===== config.mk =====
export PLATFORM = sky130hd
export DESIGN_NAME = text_console_writer
export DESIGN_NICKNAME = d
export VERILOG_FILES = /design/src/rtl/video_text_pkg.sv /design/src/rtl/console_cursor.sv /design/src/rtl/text_console_writer.sv
export SDC_FILE = /design/constraint.sdc
export NUM_CORES = 1
export LEC_CHECK = 0
export ABC_AREA = 1
export BUFFER_PORTS_ARGS = -buffer_cell sky130_fd_sc_hd__clkbuf_2
export CAP_MARGIN = 15
export CORE_MARGIN = 2
export CORE_UTILIZATION = 44
export CTS_CLUSTER_SIZE = 10
export DETAILED_ROUTE_END_ITERATION = 10
export PLACE_DENSITY_LB_ADDON = 0.1
export SYNTH_ARGS = -nofsm -noshare
export SYNTH_HDL_FRONTEND = slang
export SYNTH_SLANG_ARGS = --single-unit

===== constraint.sdc =====
create_clock -name clk -period 1.46 [get_ports clk]
set_input_delay 0.146 -clock clk [delete_from_list [all_inputs] [get_ports clk]]
set_output_delay 0.146 -clock clk [all_outputs]
set_load 0.02 [all_outputs]

===== src/rtl/video_text_pkg.sv =====
// Shared geometry, control codes and FSM states for the text console writer.
// Geometry constants are derived here so both the cursor and the writer agree on wrap points.
package video_text_pkg;
  localparam int COLS   = 64;
  localparam int ROWS   = 48;
  localparam int COL_W  = 6;
  localparam int ROW_W  = 6;
  localparam int ADDR_W = ROW_W + COL_W;

  localparam logic [7:0] BLANK_CHAR = 8'h20;

  localparam logic [COL_W-1:0]  COL_LAST  = COL_W'(COLS - 1);
  localparam logic [ROW_W-1:0]  ROW_LAST  = ROW_W'(ROWS - 1);
  // Last visible cell; with COLS a power of two, {ROWS-1, COLS-1} == ROWS*COLS-1.
  localparam logic [ADDR_W-1:0] CELL_LAST = ADDR_W'(ROWS * COLS - 1);

  localparam logic [7:0] CH_BS = 8'h08;
  localparam logic [7:0] CH_LF = 8'h0A;
  localparam logic [7:0] CH_FF = 8'h0C;
  localparam logic [7:0] CH_CR = 8'h0D;

  typedef enum logic [1:0] {
    WAIT_MEM,
    IDLE,
    CLEAR_LINE,
    CLEAR_SCREEN
  } state_t;
endpackage


===== src/rtl/console_cursor.sv =====
// Cursor row/column registers with column and row wrap.
// Command priority: home > newline > advance > back > carriage.
module console_cursor
  import video_text_pkg::*;
(
  input  logic             clk,
  input  logic             reset_p,
  input  logic             advance,
  input  logic             newline,
  input  logic             back,
  input  logic             carriage,
  input  logic             home,
  output logic [ROW_W-1:0] row,
  output logic [COL_W-1:0] col
);
  logic [ROW_W-1:0] row_q, row_d, row_inc;
  logic [COL_W-1:0] col_q, col_d;

  always_comb begin
    row_inc = (row_q == ROW_LAST) ? '0 : row_q + ROW_W'(1);
    row_d   = row_q;
    col_d   = col_q;
    if (home) begin
      row_d = '0;
      col_d = '0;
    end else if (newline) begin
      row_d = row_inc;
      col_d = '0;
    end else if (advance) begin
      if (col_q == COL_LAST) begin
        col_d = '0;
        row_d = row_inc;
      end else begin
        col_d = col_q + COL_W'(1);
      end
    end else if (back) begin
      // No reverse wrap into the previous row.
      if (col_q != '0) col_d = col_q - COL_W'(1);
    end else if (carriage) begin
      col_d = '0;
    end
  end

  always_ff @(posedge clk or posedge reset_p) begin
    if (reset_p) begin
      row_q <= '0;
      col_q <= '0;
    end else begin
      row_q <= row_d;
      col_q <= col_d;
    end
  end

  assign row = row_q;
  assign col = col_q;
endmodule


===== src/rtl/text_console_writer.sv =====
// Turns an ASCII byte stream into video_memory cell writes, with line and screen clears.
// All outputs are registered; the FSM owns the write port and the clear counter.
module text_console_writer
  import video_text_pkg::*;
(
  input  logic              clk,
  input  logic              reset_p,
  input  logic              mem_reset_done,
  input  logic [7:0]        ch_data,
  input  logic              ch_valid,
  output logic              ch_ready,
  output logic [ADDR_W-1:0] w_addr,
  output logic [7:0]        w_data,
  output logic              w_valid,
  output logic [ROW_W-1:0]  cursor_row,
  output logic [COL_W-1:0]  cursor_col,
  output logic              busy
);
  state_t            state_q, state_d;
  logic [ADDR_W-1:0] cnt_q, cnt_d;
  logic [ADDR_W-1:0] w_addr_q, w_addr_d;
  logic [7:0]        w_data_q, w_data_d;
  logic              w_valid_q, w_valid_d;
  logic              ch_ready_q, ch_ready_d;
  logic              busy_q, busy_d;
  logic              cur_advance, cur_newline, cur_back, cur_carriage, cur_home;
  logic [COL_W-1:0]  col_m1;
  logic              accept;

  console_cursor u_cursor (
    .clk      (clk),
    .reset_p  (reset_p),
    .advance  (cur_advance),
    .newline  (cur_newline),
    .back     (cur_back),
    .carriage (cur_carriage),
    .home     (cur_home),
    .row      (cursor_row),
    .col      (cursor_col)
  );

  assign col_m1 = cursor_col - COL_W'(1);
  assign accept = ch_valid & ch_ready_q & (state_q == IDLE);

  always_comb begin
    state_d      = state_q;
    cnt_d        = cnt_q;
    w_addr_d     = w_addr_q;
    w_data_d     = w_data_q;
    w_valid_d    = 1'b0;
    ch_ready_d   = ch_ready_q;
    cur_advance  = 1'b0;
    cur_newline  = 1'b0;
    cur_back     = 1'b0;
    cur_carriage = 1'b0;
    cur_home     = 1'b0;

    unique case (state_q)
      WAIT_MEM: begin
        ch_ready_d = 1'b0;
        if (mem_reset_done) begin
          state_d    = IDLE;
          ch_ready_d = 1'b1;
        end
      end
      IDLE: begin
        ch_ready_d = 1'b1;
        if (accept) begin
          if (ch_data >= 8'h20) begin
            w_valid_d   = 1'b1;
            w_addr_d    = {cursor_row, cursor_col};
            w_data_d    = ch_data;
            cur_advance = 1'b1;
            if (cursor_col == COL_LAST) begin
              state_d    = CLEAR_LINE;
              cnt_d      = '0;
              ch_ready_d = 1'b0;
            end
          end else begin
            case (ch_data)
              CH_LF: begin
                cur_newline = 1'b1;
                state_d     = CLEAR_LINE;
                cnt_d       = '0;
                ch_ready_d  = 1'b0;
              end
              CH_CR: cur_carriage = 1'b1;
              CH_BS: begin
                if (cursor_col != '0) begin
                  cur_back  = 1'b1;
                  w_valid_d = 1'b1;
                  w_addr_d  = {cursor_row, col_m1};
                  w_data_d  = BLANK_CHAR;
                end
              end
              CH_FF: begin
                cur_home   = 1'b1;
                state_d    = CLEAR_SCREEN;
                cnt_d      = '0;
                ch_ready_d = 1'b0;
              end
              default: ;
            endcase
          end
        end
      end
      CLEAR_LINE: begin
        // Cursor already sits on the new row, so it supplies the row half of the address.
        ch_ready_d = 1'b0;
        w_valid_d  = 1'b1;
        w_addr_d   = {cursor_row, cnt_q[COL_W-1:0]};
        w_data_d   = BLANK_CHAR;
        cnt_d      = cnt_q + ADDR_W'(1);
        if (cnt_q[COL_W-1:0] == COL_LAST) state_d = IDLE;
      end
      CLEAR_SCREEN: begin
        ch_ready_d = 1'b0;
        w_valid_d  = 1'b1;
        w_addr_d   = cnt_q;
        w_data_d   = BLANK_CHAR;
        cnt_d      = cnt_q + ADDR_W'(1);
        if (cnt_q == CELL_LAST) state_d = IDLE;
      end
      default: state_d = WAIT_MEM;
    endcase

    // Memory going busy aborts whatever is in flight.
    if (!mem_reset_done) begin
      state_d    = WAIT_MEM;
      w_valid_d  = 1'b0;
      ch_ready_d = 1'b0;
      cur_home   = 1'b1;
    end

    busy_d = (state_d != IDLE);
  end

  always_ff @(posedge clk or posedge reset_p) begin
    if (reset_p) begin
      state_q    <= WAIT_MEM;
      cnt_q      <= '0;
      w_addr_q   <= '0;
      w_data_q   <= '0;
      w_valid_q  <= 1'b0;
      ch_ready_q <= 1'b0;
      busy_q     <= 1'b1;
    end else begin
      state_q    <= state_d;
      cnt_q      <= cnt_d;
      w_addr_q   <= w_addr_d;
      w_data_q   <= w_data_d;
      w_valid_q  <= w_valid_d;
      ch_ready_q <= ch_ready_d;
      busy_q     <= busy_d;
    end
  end

  assign ch_ready = ch_ready_q;
  assign w_addr   = w_addr_q;
  assign w_data   = w_data_q;
  assign w_valid  = w_valid_q;
  assign busy     = busy_q;
endmodule

# ---- Word-level counts from Yosys, hierarchy flattened
# Index checks and enable logic that the tools add are counted.
dict set report totals {
  reg_bits 49
  input_bits 12
  output_inout_bits 35
}
dict set report op_classes {
  add_sub_neg 4
  magnitude_cmp 1
  n_eq_ne 18
  muxes 66
  bitwise 2
  n_reduce_logical 14
}
# operator count
set op_table {}
lappend op_table {{two-way mux 12 bit} 8}
lappend op_table {{two-way mux 6 bit} 12}
lappend op_table {{one-hot mux 12 bit (3 select lines)} 1}
lappend op_table {{== test 8 x 4 -> 1 bit, second input constant} 4}
lappend op_table {{two-way mux 8 bit} 4}
lappend op_table {{two-way mux 1 bit} 29}
lappend op_table {{one-hot mux 12 bit (2 select lines)} 1}
lappend op_table {{== test 6 bit, second input constant} 3}
lappend op_table {{one-hot mux 8 bit (2 select lines)} 1}
lappend op_table {{adder 12 x 1 -> 12 bit, second input constant} 1}
lappend op_table {{adder 6 x 1 -> 6 bit, second input constant} 2}
lappend op_table {{== test 12 bit, second input constant} 1}
lappend op_table {{two-way mux 2 bit} 6}
lappend op_table {{AND reduction 4 bit} 3}
lappend op_table {{nonzero test 3 bit} 3}
lappend op_table {{>= comparator 8 x 6 -> 1 bit, second input constant} 1}
lappend op_table {{one-hot mux 2 bit (4 select lines)} 1}
lappend op_table {{inequality test 3 x 1 -> 1 bit, second input constant} 2}
lappend op_table {{inequality test 3 x 2 -> 1 bit, second input constant} 2}
lappend op_table {{nonzero test 6 bit} 1}
lappend op_table {{subtractor 6 x 1 -> 6 bit, second input constant} 1}
lappend op_table {{inequality test 5 x 3 -> 1 bit, second input constant} 1}
lappend op_table {{nonzero test 5 bit} 1}
lappend op_table {{== test 2 bit, second input constant} 2}
lappend op_table {{other kinds (11)} 14}

# ---- Logic depth before layout (Yosys ltp)
# Gate-level depths: netlist (run 1).
dict set report depth {
  word_depth 10
  depth_mapped 11
  ltp_nobuf 10
}

# ---- Hierarchy
# Synthesis (run 1) repeated with hierarchy kept, for this count alone.
dict set report hier_totals {
  cells_unflattened 458
  hier_area_um2 3214.3
}
# module instances cells_each area_each_um2 seq_area_each_um2
set by_module_without_submodules {}
lappend by_module_without_submodules {text_console_writer 1 323 2258.4 927.1}
lappend by_module_without_submodules {console_cursor 1 135 955.9 300.3}

# ---- Least setup slack after synthesis (run 1)
# No wires, ideal clock.
dict set report synth_timing {
  kind {reg2reg}
  start {register u_cursor.col_q[0] (netlist: u_cursor.col[0])}
  end {register w_addr_q[10] (netlist: w_addr[10])}
  arrival_time_ns 1.494
  path_slack_ns -0.150
  path_stages_with_launch 10
  path_buffers 1
  synth_period_minus_slack_ns 1.610
  cell_sequence {dfrtp_1 -> inv_1 -> ha_1 -> nand3_1 -> nand2_1 -> nand2_2 -> nand2_4 -> buf_4 -> nand2_1 -> nand2_1}
}
dict set report synth_via {
  elab_chain_len 3
}
# item line
set synth_lines {}
lappend synth_lines {{start, declared} console_cursor.sv:17} ;# logic [COL_W-1:0] col_q, col_d;
lappend synth_lines {{start signal, assigned} console_cursor.sv:50} ;# col_q <= col_d;
lappend synth_lines {{nonzero test 6 bit} text_console_writer.sv:89} ;# if (cursor_col != '0) begin
lappend synth_lines {{inequality test 3 x 1 -> 1 bit (no source line)} n/a}
lappend synth_lines {{AND reduction 4 bit (no source line)} n/a}
lappend synth_lines {{end signal, assigned} text_console_writer.sv:150} ;# w_addr_q <= w_addr_d;
lappend synth_lines {{end, declared} text_console_writer.sv:21} ;# logic [ADDR_W-1:0] w_addr_q, w_addr_d;
# No other way between the ends.
# A chain may end at the register's enable or synchronous reset.

# ---- Worst setup path in the final report (run 1)
dict set report layout_timing {
  start {register u_cursor.col_q[0] (netlist: u_cursor.col[0])}
  end {register u_cursor.col_q[4] (netlist: u_cursor.col[4])}
}
dict set report layout_via {
  elab_chain_len 10
}
# item line
set layout_lines {}
lappend layout_lines {{nonzero test 6 bit} {console_cursor.sv:38, text_console_writer.sv:89}}
lappend layout_lines {{two-way mux 1 bit} text_console_writer.sv:89}
lappend layout_lines {{two-way mux 1 bit} text_console_writer.sv:80} ;# case (ch_data)
lappend layout_lines {{two-way mux 1 bit} text_console_writer.sv:69} ;# if (ch_data >= 8'h20) begin
lappend layout_lines {{two-way mux 1 bit} text_console_writer.sv:68} ;# if (accept) begin
lappend layout_lines {{two-way mux 1 bit} text_console_writer.sv:58} ;# unique case (state_q)
lappend layout_lines {{two-way mux 6 bit} console_cursor.sv:36} ;# end else if (back) begin
lappend layout_lines {{two-way mux 6 bit} console_cursor.sv:29} ;# end else if (advance) begin
lappend layout_lines {{two-way mux 6 bit} console_cursor.sv:26} ;# end else if (newline) begin
lappend layout_lines {{two-way mux 6 bit} console_cursor.sv:23} ;# if (home) begin
# Parallel ways exist; a longest one is shown, timed or not. The select of a mux whose other input is x is not followed.

==> flow_metrics.env, run 1 <==
export IMPL_setup_tns_ns=-0.0152
export IMPL_nets=525
export IMPL_slowest_stage="dfrtp_2"
export IMPL_synthTopCellsByArea="dfrtp_1 39%, nand2_1 19%, nand3_1 8.5%"
export IMPL_grt_start_max_net_pins=50
export IMPL_cts_buffer_depth=2
export IMPL_grt_pass1_vias=2683
export IMPL_first_pass_iters=4
export IMPL_maxCapViolations=0
export IMPL_synth_cell_type_count=36
export IMPL_skew_ns=0.00726
export IMPL_timing_final_ws_setup_ns=-0.0152
export IMPL_crit_arrival_ns=1.72
export IMPL_required_ns=1.70
export IMPL_violations="negative setup slack"
export IMPL_drt_iter0_drc=173
export IMPL_cts_buffers=5
export IMPL_die_w_um=87.6
export IMPL_drive_gt1_share_pct=34.4
export IMPL_pin_count=47
export IMPL_finalHoldViolations=0
export IMPL_synth_async_reset_ratio_pct=100
export IMPL_setup_viol=1
export IMPL_synth_nets=442
export IMPL_hpwl_mm=5.94
export IMPL_antenna_found_initial=0
export IMPL_antenna_cells=0
export IMPL_portBuffers=46
export IMPL_yosysSeqAreaShare_pct=39.9
export IMPL_timing_fmax_mhz=678
export IMPL_grt_pass1_wl_mm=12.7
export IMPL_ir_worst_vdd_mv=0.517
export IMPL_start_util_pct=45.3
export IMPL_crit_chain="ha_4 > nand2_2 > buf_4 > o21ai_0 > a21oi_2 > nor2_1 > nand2_1 > nand2_1"
export IMPL_synth_most_common_cell="nand2_1"
export IMPL_cts_tree="done"
export IMPL_ys_ff_latch=49
export IMPL_fin_crit_ns=1.48
export IMPL_rsz0062_at_grt="yes"
export IMPL_rows=30
export IMPL_dieArea_um2=7680
export IMPL_wl_per_cell_um=13.2
export IMPL_stdcell_count=605
export IMPL_area_delta_synth_final_pct=30.0
export IMPL_routed_wl_mm=8.00
export IMPL_tightest_slew_ns=0.336
export IMPL_grt_overflow=0
export IMPL_cts_root_buf="clkbuf_8"
export IMPL_finalCritPeriodShare_pct=101
export IMPL_min_path_type="in -> reg"
export IMPL_dpl_cell_count=584
export IMPL_fillCellCount=656
export IMPL_gp_congestion=0.857
export IMPL_power_density_nw_per_um2=1060
export IMPL_status="finished, violations left"
export IMPL_core_region_area_um2=6790
export IMPL_finalMaxSlewViolations=0
export IMPL_drc=0
export IMPL_synth_area_per_cell_um2=7.24
export IMPL_ys_warn_count=0
export IMPL_ant_nets=0
export IMPL_syn_cell_area_um2=3080
export IMPL_track_usage_pct=20.8
export IMPL_max_stage_delay_ns=0.42
export IMPL_cts_sinks=49
export IMPL_start_kind="flop"
export IMPL_synth_edff_count=0
export IMPL_power_leakage_nw=2.10
export IMPL_cp_end_kind="flop"
export IMPL_htree_levels=2
export IMPL_syn_inst=425
export IMPL_viasPerCell=4.90
export IMPL_yosysTopAreaCellShare_pct=39.0
export IMPL_clk_pin_slew_ns=0.10
export IMPL_synth_common_cells="154 x nand2_1, 52 x nand3_1, 48 x dfrtp_1"
export IMPL_dieHeight_um=87.6
export IMPL_clk_latency_ns=0.31
export IMPL_path_class="reg -> reg"
export IMPL_slew_headroom_pct=77.5
export IMPL_post_synth_top_area_cell="dfrtp_1"
export IMPL_cp_max_fo=4
export IMPL_cp_common_cell="nand2_1"
export IMPL_vias=2967
export IMPL_synthFlopType="dfrtp_1"
==> placed cells by master, fill, tap and decap left out, drive strengths merged <==
cell type / instances
dfrtp: 48
dfstp: 1
nor3: 4
buf: 40
nand3b: 2
nand3: 54
o211ai: 1
nand2: 164
clkbuf: 52
or2: 2
o21bai: 2
clkinv: 1
nor2: 43
a31oi: 1
ha: 5
o22ai: 1
inv: 41
xor2: 6
a21oi: 7
nand4: 6
o21ai: 25
dlygate4sd3: 1
clkinvlp: 2
==> final cells by class <==
cell class / count / area [um^2] / share of cell area [%]
tap: 96 / 120 / 3.00
inverter: 41 / 169 / 4.22
clock inverter: 3 / 26.3 / 0.657
timing repair buffer: 88 / 607 / 15.2
multi-input combinational: 323 / 1780 / 44.4
sequential: 49 / 1230 / 30.8
clock buffer: 5 / 68.8 / 1.72
==> registers in the layout, summed over array words and instances (netlist names) <==
register	flops
cnt_q	12
w_addr	12
w_data	8
u_cursor.col	6
u_cursor.row	6
state_q	2
busy	1
ch_ready	1
w_valid	1
==> stage by stage <==
stage / setup WS, ns / instance area (um^2) / utilization [%] / hold slack (ns) / total power, mW
final: -0.0152 / 4000 / 58.9 / 0.0593 / 4.25
after floorplan: -0.00795 / 3110 / - / 0.256 / 2.83
after detailed placement: -0.0844 / 3620 / 53.3 / 0.194 / 3.33
after global placement: -0.0674 / 3620 / 53.3 / 0.195 / 3.30
after global routing: -0.0938 / 4000 / 58.9 / 0.0759 / 4.56
after CTS: 0.00406 / 3750 / 55.2 / 0.0574 / 4.20
==> repair_timing <==
| item | CTS | global route |
|---|---|---|
| pin swaps | 0 | 14 |
| gates cloned | 0 | 1 |
| gates resized for setup | 5 | 38 |
| endpoints found under the setup margin | 4 | 47 |
| buffers inserted | 0 | 11 |
| hold buffers | 1 | 0 |
| hold endpoints to repair | 48 | 0 |
==> metal layers <==
metal	global-route usage [%]	vias up	part of all wire (%)
met5	0	-	0
met4	4.62	0	0.74
met3	3.30	6	3.2
met2	32.7	60	46
li1	-	1524	-
met1	30.3	1377	50
==> worst max-delay path, delay by kind of cell (launching register included) <==
kind	cells	cell delay (ns)
flops	1	0.42
simple gates	4	0.38
compound gates	2	0.33
fa+ha+maj	1	0.15
buf+inv	1	0.13
==> report_power, final <==
part           internal, mW  total, mW  switching, mW
Combinational         0.569       1.48          0.911
Clock                 0.349      0.857          0.508
Sequential             1.66       1.92          0.259
Total                  2.57       4.25           1.68
==> final timing paths <==
path / startpoint / end / slack [ns] / depth (start not counted)
max in group asynchronous: reset_p / busy$_DFF_PP1_ / 0.79 / 4
worst min register to register: w_addr[10]$_DFFE_PP0P_ / w_addr[10]$_DFFE_PP0P_ / 0.49 / 2
min in group asynchronous: reset_p / w_addr[10]$_DFFE_PP0P_ / 0.39 / 4
worst max-delay path: u_cursor.col[0]$_DFFE_PP0P_ / u_cursor.col[4]$_DFFE_PP0P_ / -0.02 / 8
worst min-delay path: ch_data[4] / w_data[4]$_DFFE_PP0P_ / 0.06 / 3
worst max register to register: u_cursor.col[0]$_DFFE_PP0P_ / u_cursor.col[4]$_DFFE_PP0P_ / -0.02 / 8
==> logic make-up after synthesis <==
logic type               Yosys count  share of synthesized area (%)
XOR/XNOR                           6                           1.71
AO/OA/AOI/OAI                     37                           7.44
AND/OR/NAND/NOR                  275                           40.8
flip-flops                        49                           39.9
buffers and inverters             53                           8.17
adder cells (fa/ha/maj)            5                           2.03
Power figures use the tool's default switching activity.
==> run 2, diff against run 1 <==
PLACE_DENSITY = 0.77   (was not set)
PLACE_DENSITY_LB_ADDON = not set   (was 0.1)
==> flow_metrics.env, run 2 (synthesis results as in run 1) <==
export IMPL_crit_family="flip-flops"
export IMPL_first_pass_iters=5
export IMPL_track_usage_pct=20.6
export IMPL_power_leakage_nw=2.09
export IMPL_start_kind="flop"
export IMPL_vias=3085
export IMPL_final_common_cell="nand2_1"
export IMPL_pin_count=47
export IMPL_viasPerCell=5.12
export IMPL_fillCellCount=613
export IMPL_cts_root_buf="clkbuf_8"
export IMPL_grt_start_max_net_pins=21
export IMPL_tightest_slew_ns=0.449
export IMPL_fin_crit_ns=1.52
export IMPL_path_class="reg -> reg"
export IMPL_cts_tree="done"
export IMPL_dieArea_um2=7680
export IMPL_whs_ns=0.0667
export IMPL_setup_viol=11
export IMPL_wl_per_cell_um=13.3
export IMPL_crit_arrival_ns=1.72
export IMPL_cts_sinks=49
export IMPL_dpl_cell_count=585
export IMPL_power_density_nw_per_um2=1090
export IMPL_slew_headroom_pct=70.1
export IMPL_cp_end_kind="flop"
export IMPL_rsz0062_at_grt="yes"
export IMPL_grt_pass1_wl_mm=12.6
export IMPL_drt_iter0_drc=169
export IMPL_cp_max_fo=8
export IMPL_rows=30
export IMPL_die_w_um=87.6
export IMPL_ant_nets=0
export IMPL_required_ns=1.66
export IMPL_core_region_area_um2=6790
export IMPL_gp_congestion=0.917
export IMPL_nets=522
export IMPL_crit_buf_inv=1
export IMPL_htree_levels=2
export IMPL_final_cell_area_um2=3950
export IMPL_hpwl_mm=5.82
export IMPL_violations="negative setup slack"
export IMPL_clk_latency_ns=0.30
export IMPL_crit_chain="ha_4 > nand2_2 > inv_2 > nand3_4 > nor2_4 > a21oi_4 > nand2_4 > nand2_1 > o21ai_2"
export IMPL_skew_ns=0.00745
export IMPL_drc=0
export IMPL_stdcell_count=602
export IMPL_finalCoreUtilization_pct=58.2
export IMPL_preCtsSetupSlack_ns=-0.0387
export IMPL_grt_pass1_vias=2812
export IMPL_finalMaxSlewViolations=0
export IMPL_ir_worst_vdd_mv=0.428
export IMPL_dieHeight_um=87.6
export IMPL_timing_fmax_mhz=656
export IMPL_place_area_um2=3620
export IMPL_slowest_stage="dfrtp_2"
export IMPL_drive_gt1_share_pct=34.0
export IMPL_area_delta_synth_final_pct=28.4
export IMPL_finalHoldViolations=0
export IMPL_status="finished, violations left"
export IMPL_mostFrequentLayoutCells="140 x nand2_1, 46 x clkbuf_2, 45 x nand3_1, 42 x dfrtp_1, 32 x buf_4"
export IMPL_clk_pin_slew_ns=0.09
export IMPL_finalCritPeriodShare_pct=104
export IMPL_cts_buffer_depth=2
export IMPL_portBuffers=46
export IMPL_timing_final_ws_setup_ns=-0.0639
export IMPL_start_util_pct=45.3
export IMPL_antenna_found_initial=0
export IMPL_grt_overflow=0
export IMPL_routed_wl_mm=7.98
export IMPL_cts_buffers=5
export IMPL_maxCapViolations=0
export IMPL_antenna_cells=0
export IMPL_max_stage_delay_ns=0.46
export IMPL_min_path_type="in -> reg"
run 2: changes by cell type in the layout (fill, tap and decap cells not counted), moves of 4 or more:
| cell | previous run | this run |
|---|---|---|
| nand3_1 | 39 | 45 |
| buf_4 | 36 | 32 |
| nand3_2 | 12 | 6 |
| nand2_1 | 147 | 140 |
| nand2_2 | 12 | 18 |
run 2: timing repair:
| action | CTS | global route |
|---|---|---|
| setup endpoints to repair | 19 | 42 |
| gates cloned | 0 | 1 |
| setup buffers | 1 | 6 |
| pin swaps | 4 | 15 |
| endpoints found under the hold margin | 17 | 0 |
| gates resized for setup | 6 | 41 |
| hold buffers | 1 | 0 |
run 2: power breakdown:
group / switching [mW] / internal [mW]
Combinational: 0.932 / 0.568
Sequential: 0.285 / 1.66
Clock: 0.464 / 0.385
Total: 1.68 / 2.61
run 2: worst reg2reg max path: stages, from the launching register on:
cell	delay (ns)
dfrtp_2	0.46
ha_4	0.17
nand2_2	0.08
inv_2	0.06
nand3_4	0.07
nor2_4	0.05
a21oi_4	0.25
nand2_4	0.13
nand2_1	0.10
o21ai_2	0.05
run 2: through the flow:
step	power (mW)	TNS, ns
global route	4.57	-2.12
CTS	4.18	-0.0348
finish	4.29	-0.345
floorplan	2.83	-0.0108
global placement	3.29	-0.0177
detailed placement	3.33	-0.168
run 2: final timing paths:
| check | start | to | slack (ns) | cells after the start |
|---|---|---|---|---|
| setup / recovery | u_cursor.col[1]$_DFFE_PP0P_ | u_cursor.row[3]$_DFFE_PP0P_ | -0.06 | 9 |
| hold / removal | ch_data[4] | w_data[4]$_DFFE_PP0P_ | 0.07 | 3 |
| setup reg to reg | u_cursor.col[1]$_DFFE_PP0P_ | u_cursor.row[3]$_DFFE_PP0P_ | -0.06 | 9 |
| hold reg to reg | w_data[4]$_DFFE_PP0P_ | w_data[4]$_DFFE_PP0P_ | 0.48 | 2 |
| max in group asynchronous | reset_p | busy$_DFF_PP1_ | 0.54 | 4 |
| min in group asynchronous | reset_p | u_cursor.row[0]$_DFFE_PP0P_ | 0.38 | 3 |
run 2: cell type report:
cell class	instances	area (um^2)	share of cell area (%)
multi-input cells	324	1780	45.0
flip-flops and latches	49	1230	31.3
repair buffers	84	554	14.0
inverters	41	166	4.21
well taps	96	120	3.04
clock buffers	6	82.6	2.09
clock inverters	2	13.8	0.348
run 2: per-layer routing:
layer | routed length, um | share of wire (%) | up-vias | GRT usage, %
li1 | - | - | 1516 | -
met1 | 3460 | 43 | 1437 | 27.5
met2 | 3840 | 48 | 116 | 34.2
met3 | 492 | 6.2 | 16 | 3.49
met4 | 187 | 2.3 | 0 | 6.01
met5 | 0 | 0 | - | 0
